### src/rtl/keypad_scanner.sv
`default_nettype none
// ============================================================================
// keypad_scanner : 4x4 matrix keypad column scanner, per-scan debounce, hex encode
// Revision 1.0
// ============================================================================
module keypad_scanner #(
  parameter int CLK_FREQ       = 100_000_000,
  parameter int SCAN_RATE      = 1000,
  parameter int DEBOUNCE_SCANS = 4
) (
  input  logic       clk,
  input  logic       rst,
  input  logic [3:0] row,
  output logic [3:0] col,
  output logic [3:0] key_code,
  output logic       key_valid,
  output logic       key_held
);

  localparam int c_step_raw = CLK_FREQ / (SCAN_RATE * 4);
  localparam int c_step_max = (c_step_raw < 2) ? 2 : c_step_raw;
  localparam int c_step_w   = $clog2(c_step_max);
  localparam int c_cnt_w    = $clog2(DEBOUNCE_SCANS + 1);

  localparam logic [c_step_w-1:0] c_step_last = c_step_w'(c_step_max - 1);
  localparam logic [c_cnt_w-1:0]  c_deb       = c_cnt_w'(DEBOUNCE_SCANS);
  localparam logic [c_cnt_w-1:0]  c_cnt_one   = c_cnt_w'(1);

  // Entry (row*4 + col) holds the hex code printed on that key.
  localparam logic [63:0] c_keymap = 64'hDEF0_C987_B654_A321;

  localparam logic [1:0] c_out_none   = 2'd0;
  localparam logic [1:0] c_out_single = 2'd1;
  localparam logic [1:0] c_out_multi  = 2'd2;

  localparam logic [0:0] c_st_idle    = 1'b0;
  localparam logic [0:0] c_st_pressed = 1'b1;

  logic [3:0]          row_meta_q, row_sync_q;
  logic [c_step_w-1:0] step_q;
  logic [1:0]          col_idx_q;
  logic [15:0]         scan_q;
  logic [1:0]          prev_type_q;
  logic [3:0]          prev_code_q;
  logic [c_cnt_w-1:0]  cnt_q;
  logic [0:0]          state_q, state_d;
  logic [3:0]          key_code_q, key_code_d;
  logic                key_valid_q, key_valid_d;

  logic                w_step_end, w_scan_end, w_same, w_stable;
  logic [15:0]         w_scan_full;
  logic [1:0]          w_out_type;
  logic [3:0]          w_out_code;
  logic [c_cnt_w-1:0]  w_cnt_next;

  assign w_step_end = (step_q == c_step_last);
  assign w_scan_end = w_step_end && (col_idx_q == 2'd3);

  always_ff @(posedge clk) begin
    if (!rst) begin
      row_meta_q <= 4'b1111;
      row_sync_q <= 4'b1111;
      step_q     <= '0;
      col_idx_q  <= 2'd0;
      scan_q     <= '0;
    end else begin
      row_meta_q <= row;
      row_sync_q <= row_meta_q;
      if (w_step_end) begin
        step_q    <= '0;
        col_idx_q <= col_idx_q + 2'd1;
        scan_q    <= w_scan_full;
      end else begin
        step_q <= step_q + 1'b1;
      end
    end
  end

  // Current scan image with the column being sampled this cycle merged in.
  always_comb begin
    w_scan_full = scan_q;
    for (int r = 0; r < 4; r++) begin
      w_scan_full[{2'(r), col_idx_q}] = ~row_sync_q[r];
    end
  end

  always_comb begin
    w_out_type = c_out_none;
    w_out_code = 4'h0;
    for (int i = 0; i < 16; i++) begin
      if (w_scan_full[i]) begin
        if (w_out_type == c_out_none) begin
          w_out_type = c_out_single;
          w_out_code = c_keymap[4*i +: 4];
        end else begin
          w_out_type = c_out_multi;
          w_out_code = 4'h0;
        end
      end
    end
  end

  assign w_same     = (w_out_type == prev_type_q) && (w_out_code == prev_code_q);
  assign w_cnt_next = !w_same ? c_cnt_one : ((cnt_q == c_deb) ? cnt_q : cnt_q + 1'b1);
  assign w_stable   = (w_cnt_next == c_deb);

  always_ff @(posedge clk) begin
    if (!rst) begin
      prev_type_q <= c_out_none;
      prev_code_q <= 4'h0;
      cnt_q       <= '0;
    end else if (w_scan_end) begin
      prev_type_q <= w_out_type;
      prev_code_q <= w_out_code;
      cnt_q       <= w_cnt_next;
    end
  end

  always_ff @(posedge clk) begin
    if (!rst) begin
      state_q     <= c_st_idle;
      key_code_q  <= 4'h0;
      key_valid_q <= 1'b0;
    end else begin
      state_q     <= state_d;
      key_code_q  <= key_code_d;
      key_valid_q <= key_valid_d;
    end
  end

  always_comb begin
    state_d = state_q;
    if (w_scan_end && w_stable) begin
      if (state_q == c_st_idle && w_out_type == c_out_single) begin
        state_d = c_st_pressed;
      end else if (state_q == c_st_pressed && w_out_type == c_out_none) begin
        state_d = c_st_idle;
      end
    end
  end

  always_comb begin
    key_valid_d = 1'b0;
    key_code_d  = key_code_q;
    if (w_scan_end && w_stable && state_q == c_st_idle && w_out_type == c_out_single) begin
      key_valid_d = 1'b1;
      key_code_d  = w_out_code;
    end
  end

  assign col       = ~(4'b0001 << col_idx_q);
  assign key_code  = key_code_q;
  assign key_valid = key_valid_q;
  assign key_held  = (state_q == c_st_pressed);

endmodule
`default_nettype wire

### config.mk
export PLATFORM = sky130hd
export DESIGN_NAME = keypad_scanner
export DESIGN_NICKNAME = d
export VERILOG_FILES = /design/src/rtl/keypad_scanner.sv
export SDC_FILE = /design/constraint.sdc
export NUM_CORES = 1
export LEC_CHECK = 0
export CAP_MARGIN = 20
export CORE_MARGIN = 8
export CORE_UTILIZATION = 25
export DETAILED_ROUTE_END_ITERATION = 16
export HOLD_SLACK_MARGIN = 0.08
export RECOVER_POWER = 25
export SLEW_MARGIN = 20
export SYNTH_ARGS = -nofsm -noshare
export SYNTH_HDL_FRONTEND = slang
export SYNTH_SLANG_ARGS = --single-unit
### constraint.sdc
create_clock -name clk -period 12.75 [get_ports clk]
set_input_delay 1.275 -clock clk [delete_from_list [all_inputs] [get_ports clk]]
set_output_delay 1.275 -clock clk [all_outputs]
set_load 0.02 [all_outputs]
==> results of run 1 <==
cell usage after synthesis (all sizes together) (2+ instances only):
master | n | area, um2
nor2 | 79 | 299
dfxtp | 56 | 1120
a21oi | 29 | 156
nand2 | 29 | 109
nand3 | 18 | 95.1
nor3 | 15 | 75.1
a211oi | 14 | 130
inv | 14 | 52.6
nand2b | 13 | 81.3
ha | 12 | 150
o21ai | 12 | 60.1
xor2 | 12 | 105
clkbuf | 11 | 41.3
mux2i | 9 | 90.1
buf | 8 | 51.3
xnor2 | 8 | 70.1
a41oi | 5 | 51.3
and2 | 5 | 33.8
and3 | 5 | 31.3
nand4 | 5 | 31.3
nor3b | 5 | 42.5
a21o | 4 | 30.0
a311oi | 4 | 35.0
a31oi | 4 | 31.3
and4 | 4 | 37.5
nor2b | 4 | 32.5
nor4 | 4 | 40.0
o211a | 4 | 40.0
or2 | 4 | 25.0
nand3b | 3 | 22.5
nor4b | 3 | 26.3
o211ai | 3 | 22.5
o21a | 3 | 22.5
o221ai | 3 | 26.3
a211o | 2 | 17.5
a21boi | 2 | 15.0
a32o | 2 | 20.0
o2111ai | 2 | 17.5
o221a | 2 | 22.5
or3 | 2 | 12.5
stage by stage:
step / hold WS, ps / utilization / setup slack (ps)
after floorplan: 386 / - / 8140
after global placement: 396 / 0.277 / 7830
after detailed placement: 392 / 0.277 / 7530
after CTS: 413 / 0.288 / 7520
after global routing: 433 / 0.288 / 7070
final: 409 / 0.288 / 7470
power breakdown:
part / leakage (nW) / switching, mW / internal [mW]
Combinational: 0.899 / 0.0176 / 0.0118
Sequential: 0.453 / 0.00216 / 0.177
Clock: 0.0702 / 0.0688 / 0.0735
Total: 1.42 / 0.0886 / 0.262
logic make-up after synthesis:
family	synth area share
mux	0.0294
xor+xnor	0.0490
compound gates	0.236
buf+inv	0.0406
simple gates	0.286
flops	0.314
fa+ha+maj	0.0448
final cells by class:
| type | count | area [um2] | area share |
|---|---|---|---|
| Multi-Input combinational cell | 351 | 2310 | 0.575 |
| Sequential cell | 56 | 1120 | 0.279 |
| Tap cell | 180 | 225 | 0.0561 |
| Timing Repair Buffer | 16 | 158 | 0.0393 |
| Clock buffer | 5 | 125 | 0.0312 |
| Inverter | 14 | 52.6 | 0.0131 |
| Clock inverter | 3 | 21.3 | 0.00530 |
flip-flops by register name, summed over array words and instances (netlist names):
signal	cells
cnt_q	3
col_idx_q	2
key_code	4
key_held	1
key_valid	1
prev_code_q	4
prev_type_q	2
row_meta_q	4
row_sync_q	4
scan_q	16
step_q	15
final timing paths:
check                                endpoint  cells after the start  slack (ps)           from
worst min register to register  row_sync_q[0]                      1         410  row_meta_q[0]
worst max register to register    key_code[2]                     15        7470   col_idx_q[0]
worst max-delay path              key_code[2]                     15        7470   col_idx_q[0]
worst min-delay path            row_sync_q[0]                      1         410  row_meta_q[0]
routing by layer:
metal	routed length, um	track usage	vias to the layer above
met3	480	0.0249	10
li1	-	-	1597
met4	71	0.0222	0
met1	4210	0.127	1482
met2	3890	0.149	57
met5	0	0	-
==> flow_summary.toml, run 1 <==
[timing]
fin_crit_sh = 0.414
timing.final.crit_period_ps = 5280
slew_violations = 0
rsz0062_at_grt = "false"
relSlewSlack = 0.353
fmax_mhz = 189
finClkSkew_ps = 11.5
setup_viol = 0
timing_hold_violations_final = 0
tns_ps = 0
worst_slew_pin_slew_ps = 969

[die]
core_um2 = 13900
top_level_ports = 16
row_count = 43
fp.dieArea_um2 = 18400
die_h_um = 136
initial_core_util = 0.257
die-width_um = 136

[layout]
insertedDiodeCount = 0
final_cell_count_no_fill = 625
final_area_um2 = 4010
final_cell_mix = "nor2_1 (78), dfxtp_1 (56), nand2_1 (29)"
drive_above_1_share = 0.0674
fill_cells = 1464
layout_commonest_cell = "nor2_1"
area_growth_pct = 12.2
final_nets = 462

[run]
cap_violations = 0

[cts]
cts_root_buf = "clkbuf_16"
clock_sinks = 56
cts_htree_levels = 2
worst_skew_pair.late_latency_ps = 300
post_cts_buffers = 0
post_cts_resized = 0
clk_pin_slew_ps = 80
cts_buffer_depth = 2
cts_tree = "done"
numCtsBuffers = 5
cts_hold_buf = 0

[status]
status = "finished, final reports clean"

[drt]
drt_wl_total_um = 8650
vias_per_cell = 5.03
wire_per_inst_um = 13.8
ant_nets = 0
drcViolationCount = 0
num_vias = 3146
first_pass_iters = 4
drt_iter0_drc = 197

[critical_path]
critPathKind = "reg2reg"
crit_fanout = 19
path_cells = "ha_1 > a21oi_1 > ha_1 > nor2b_1 > a21bo_1 > a211oi_4 > a221oi_4 > a31oi_1 > a31oi_2 > or4_4 > nand3_2 > mux2_4 > nor4_4 > nand4_1 > o311a_1"
critPathBufInv = 0
slowest_stage = "ha_1"
crit_arrival_ps = 5470
critPathLaunchType = "register"
path_delay_family = "compound AO/OA/AOI/OAI gates"
crit_required_ps = 12940
end_kind = "register"
critPathMaxStageDelay_ps = 570
path_common_cell = "ha_1"

[logic_synthesis]
synth_warnings = 0
synth-seq-cells = 56
synth_area_um2 = 3570
synth_edf_count = 0
syn_nets = 458
yosysSeqAreaShare = 0.314
synthArstFlopShare = 0
yosysUniqueCellTypes = 75
ys.flop_type = "dfxtp_1"
synthCells = 440
avgSynthCellArea_um2 = 8.12

[placement]
placed_cells = 617
hpwlAfterDp_um = 6400
port_buffers = 15
dpl_cell_area_um2 = 3860
gp_congestion = 0.841

[power]
p_per_area_nw_per_um2 = 87.4
irDropWorstVdd_v = 0.0000655
p_total_mw = 0.351
p_leak_nw = 1.42

[grt]
antenna_found_initial = 0
grt_max_degree = 29
grt_usage = 0.0950
first_global_vias = 3028
grt_overflow_total = 0
grt_pass1_wl_um = 14500

[hold_path]
hp-class = "reg2reg"
Power figures use the tool's default switching activity.
==> run 2: changes to the inputs <==
==> constraint.sdc (replaced) <==
create_clock -name clk -period 4.9 [get_ports clk]
set_input_delay 0.49 -clock clk [delete_from_list [all_inputs] [get_ports clk]]
set_output_delay 0.49 -clock clk [all_outputs]
set_load 0.02 [all_outputs]
==> run 2 against run 1 <==
Net effect:
- flip-flop and latch count stayed put
- cell count is 1.3% higher
- clock skew is 2.1 ps lower
- wire length is 0.13% higher
- total power grew to 2.6 times the previous value
- register-to-register slack worse by 7200 ps
- clock power grew to 2.6 times the previous value
- largest cell class unchanged
==> flow_summary.toml, run 2 (synthesis gave the netlist of run 1 again) <==
[status]
status = "finished, final reports clean"

[critical_path]
end_kind = "register"
critPathLaunchType = "register"
startpoint = "col_idx_q[0]"
crit_arrival_ps = 4840
r2r_start = "col_idx_q[0]"
path_cells = "inv_1 > ha_2 > nor2_1 > a21oi_1 > inv_1 > ha_1 > nor2b_1 > a21bo_1 > a211oi_4 > buf_4 > nand2_1 > o2111a_1 > nor2b_4 > or4_4 > nand3_2 > mux2_4 > nor4_4 > buf_4 > nand4_1 > o311a_1"
critPathKind = "reg2reg"
slowest_stage = "or4_4"
critPathMaxStageDelay_ps = 510
crit_required_ps = 5090
crit_fanout = 10

[hold_path]
min_from = "row_meta_q[1]"
hp-class = "reg2reg"

[layout]
final_nets = 470
insertedDiodeCount = 0
area_growth_pct = 14.0
final_cell_mix = "nor2_1 (78), dfxtp_1 (56), nand2_1 (29)"
drive_above_1_share = 0.0883
largest_register = "scan_q"
final_cell_count_no_fill = 633
layout_commonest_cell = "nor2_1"
largest_reg_flops = 16
largest_registers = "scan_q: 16 flops, step_q: 15 flops"

[drt]
drcViolationCount = 0
num_vias = 3175
ant_nets = 0
drt_iter0_drc = 201
first_pass_iters = 5
wire_per_inst_um = 13.7
vias_per_cell = 5.02
drt_wl_total_um = 8660

[cts]
cts_tree = "done"
cts_buffer_depth = 2
clk_pin_slew_ps = 80
cts_hold_buf = 0
cts_htree_levels = 2
cts_root_buf = "clkbuf_16"
clock_sinks = 56
worst_skew_pair.late_latency_ps = 300
numCtsBuffers = 5

[grt]
antenna_found_initial = 0
grt_pass1_wl_um = 14600
grt_overflow_total = 0
first_global_vias = 3091
grt_max_degree = 29
grt_usage = 0.0958

[timing]
tns_ps = 0
fin_crit_sh = 0.948
timing.final.crit_period_ps = 4640
slew_violations = 0
worst_slew_pin_slew_ps = 964
relSlewSlack = 0.355
rsz0062_at_grt = "false"
finClkSkew_ps = 9.44
fmax_mhz = 215
setup_viol = 0
timing_hold_violations_final = 0

[die]
row_count = 43
top_level_ports = 16
fp.dieArea_um2 = 18400
initial_core_util = 0.257
die_h_um = 136
core_um2 = 13900
die-width_um = 136

[placement]
port_buffers = 15
hpwlAfterDp_um = 6490
gp_congestion = 0.866
placed_cells = 624

[power]
p_leak_nw = 1.46
irDropWorstVdd_v = 0.000132
p_per_area_nw_per_um2 = 223

[run]
cap_violations = 0
[run 2: cell types whose count changed in the layout (fill, tap and decap cells not counted)]
cell / change
buf_4: +7
a31oi_1: -1
a31oi_2: +1
clkbuf_1: +1
ha_1: -1
ha_2: +1
inv_1: -1
inv_2: +1
[run 2: critical path, delay by kind of cell, from the launching register on]
family / cells / cell delay [ps]
buffers and inverters: 4 / 590
adders and majority gates: 2 / 580
AOI/OAI and AO/OA: 5 / 1190
and+or+nand+nor: 8 / 1500
DFF: 1 / 360
muxes: 1 / 320
[run 2: routing by layer]
metal  track usage  routed length, um  vias to the layer above  share of wire
li1              -                  -                     1618              -
met1         0.121               4240                     1479           0.49
met2         0.154               3810                       69           0.44
met3        0.0263                512                        9          0.059
met4        0.0321                100                        0          0.012
met5             0                  0                        -              0
[run 2: final timing paths]
check	to	slack [ps]	cells past startpoint
setup / recovery	key_code[2]	260	20
hold / removal	row_sync_q[1]	410	1
setup reg to reg	key_code[2]	260	20
hold reg to reg	row_sync_q[1]	410	1
[run 2: where the power goes]
| part | switching [mW] | internal [mW] |
|---|---|---|
| clock | 0.173 | 0.191 |
| combinational | 0.0464 | 0.0348 |
| sequential | 0.00586 | 0.460 |
[run 2: final cells by class]
class                      instances  area (um2)
tap                              180         225
timing repair buffer              24         214
fill                            1443        9860
multi-input combinational        351        2320
clock buffer                       5         125
clock inverter                     3        21.3
inverter                          14        52.6
sequential                        56        1120
[run 2: what timing repair did]
item,CTS,global route
setup endpoints to repair,0,9
resized for setup,0,2
setup buffers,0,1
[run 2: stage by stage]
step                      setup slack, ps  hold WS (ps)  utilization  cell area, um2  power (mW)
after floorplan                       291           386            -            3570       0.534
after global placement                192           395        0.281            3920       0.553
after detailed placement             60.1           400        0.281            3920       0.554
after CTS                            29.6           419        0.292            4060       0.921
after global routing                 9.88           436        0.293            4080       0.951
final                                 255           414        0.293            4080       0.911
==> run 3: changes to the inputs <==
--- a/config.mk
+++ b/config.mk
@@ -9,6 +9,7 @@
 export CORE_MARGIN = 8
 export CORE_UTILIZATION = 25
 export DETAILED_ROUTE_END_ITERATION = 16
+export GPL_ROUTABILITY_DRIVEN = 0
 export HOLD_SLACK_MARGIN = 0.08
 export RECOVER_POWER = 25
 export SLEW_MARGIN = 20
==> results of run 3 <==
The final DEF is identical to that of run 2; final timing and power are the same.
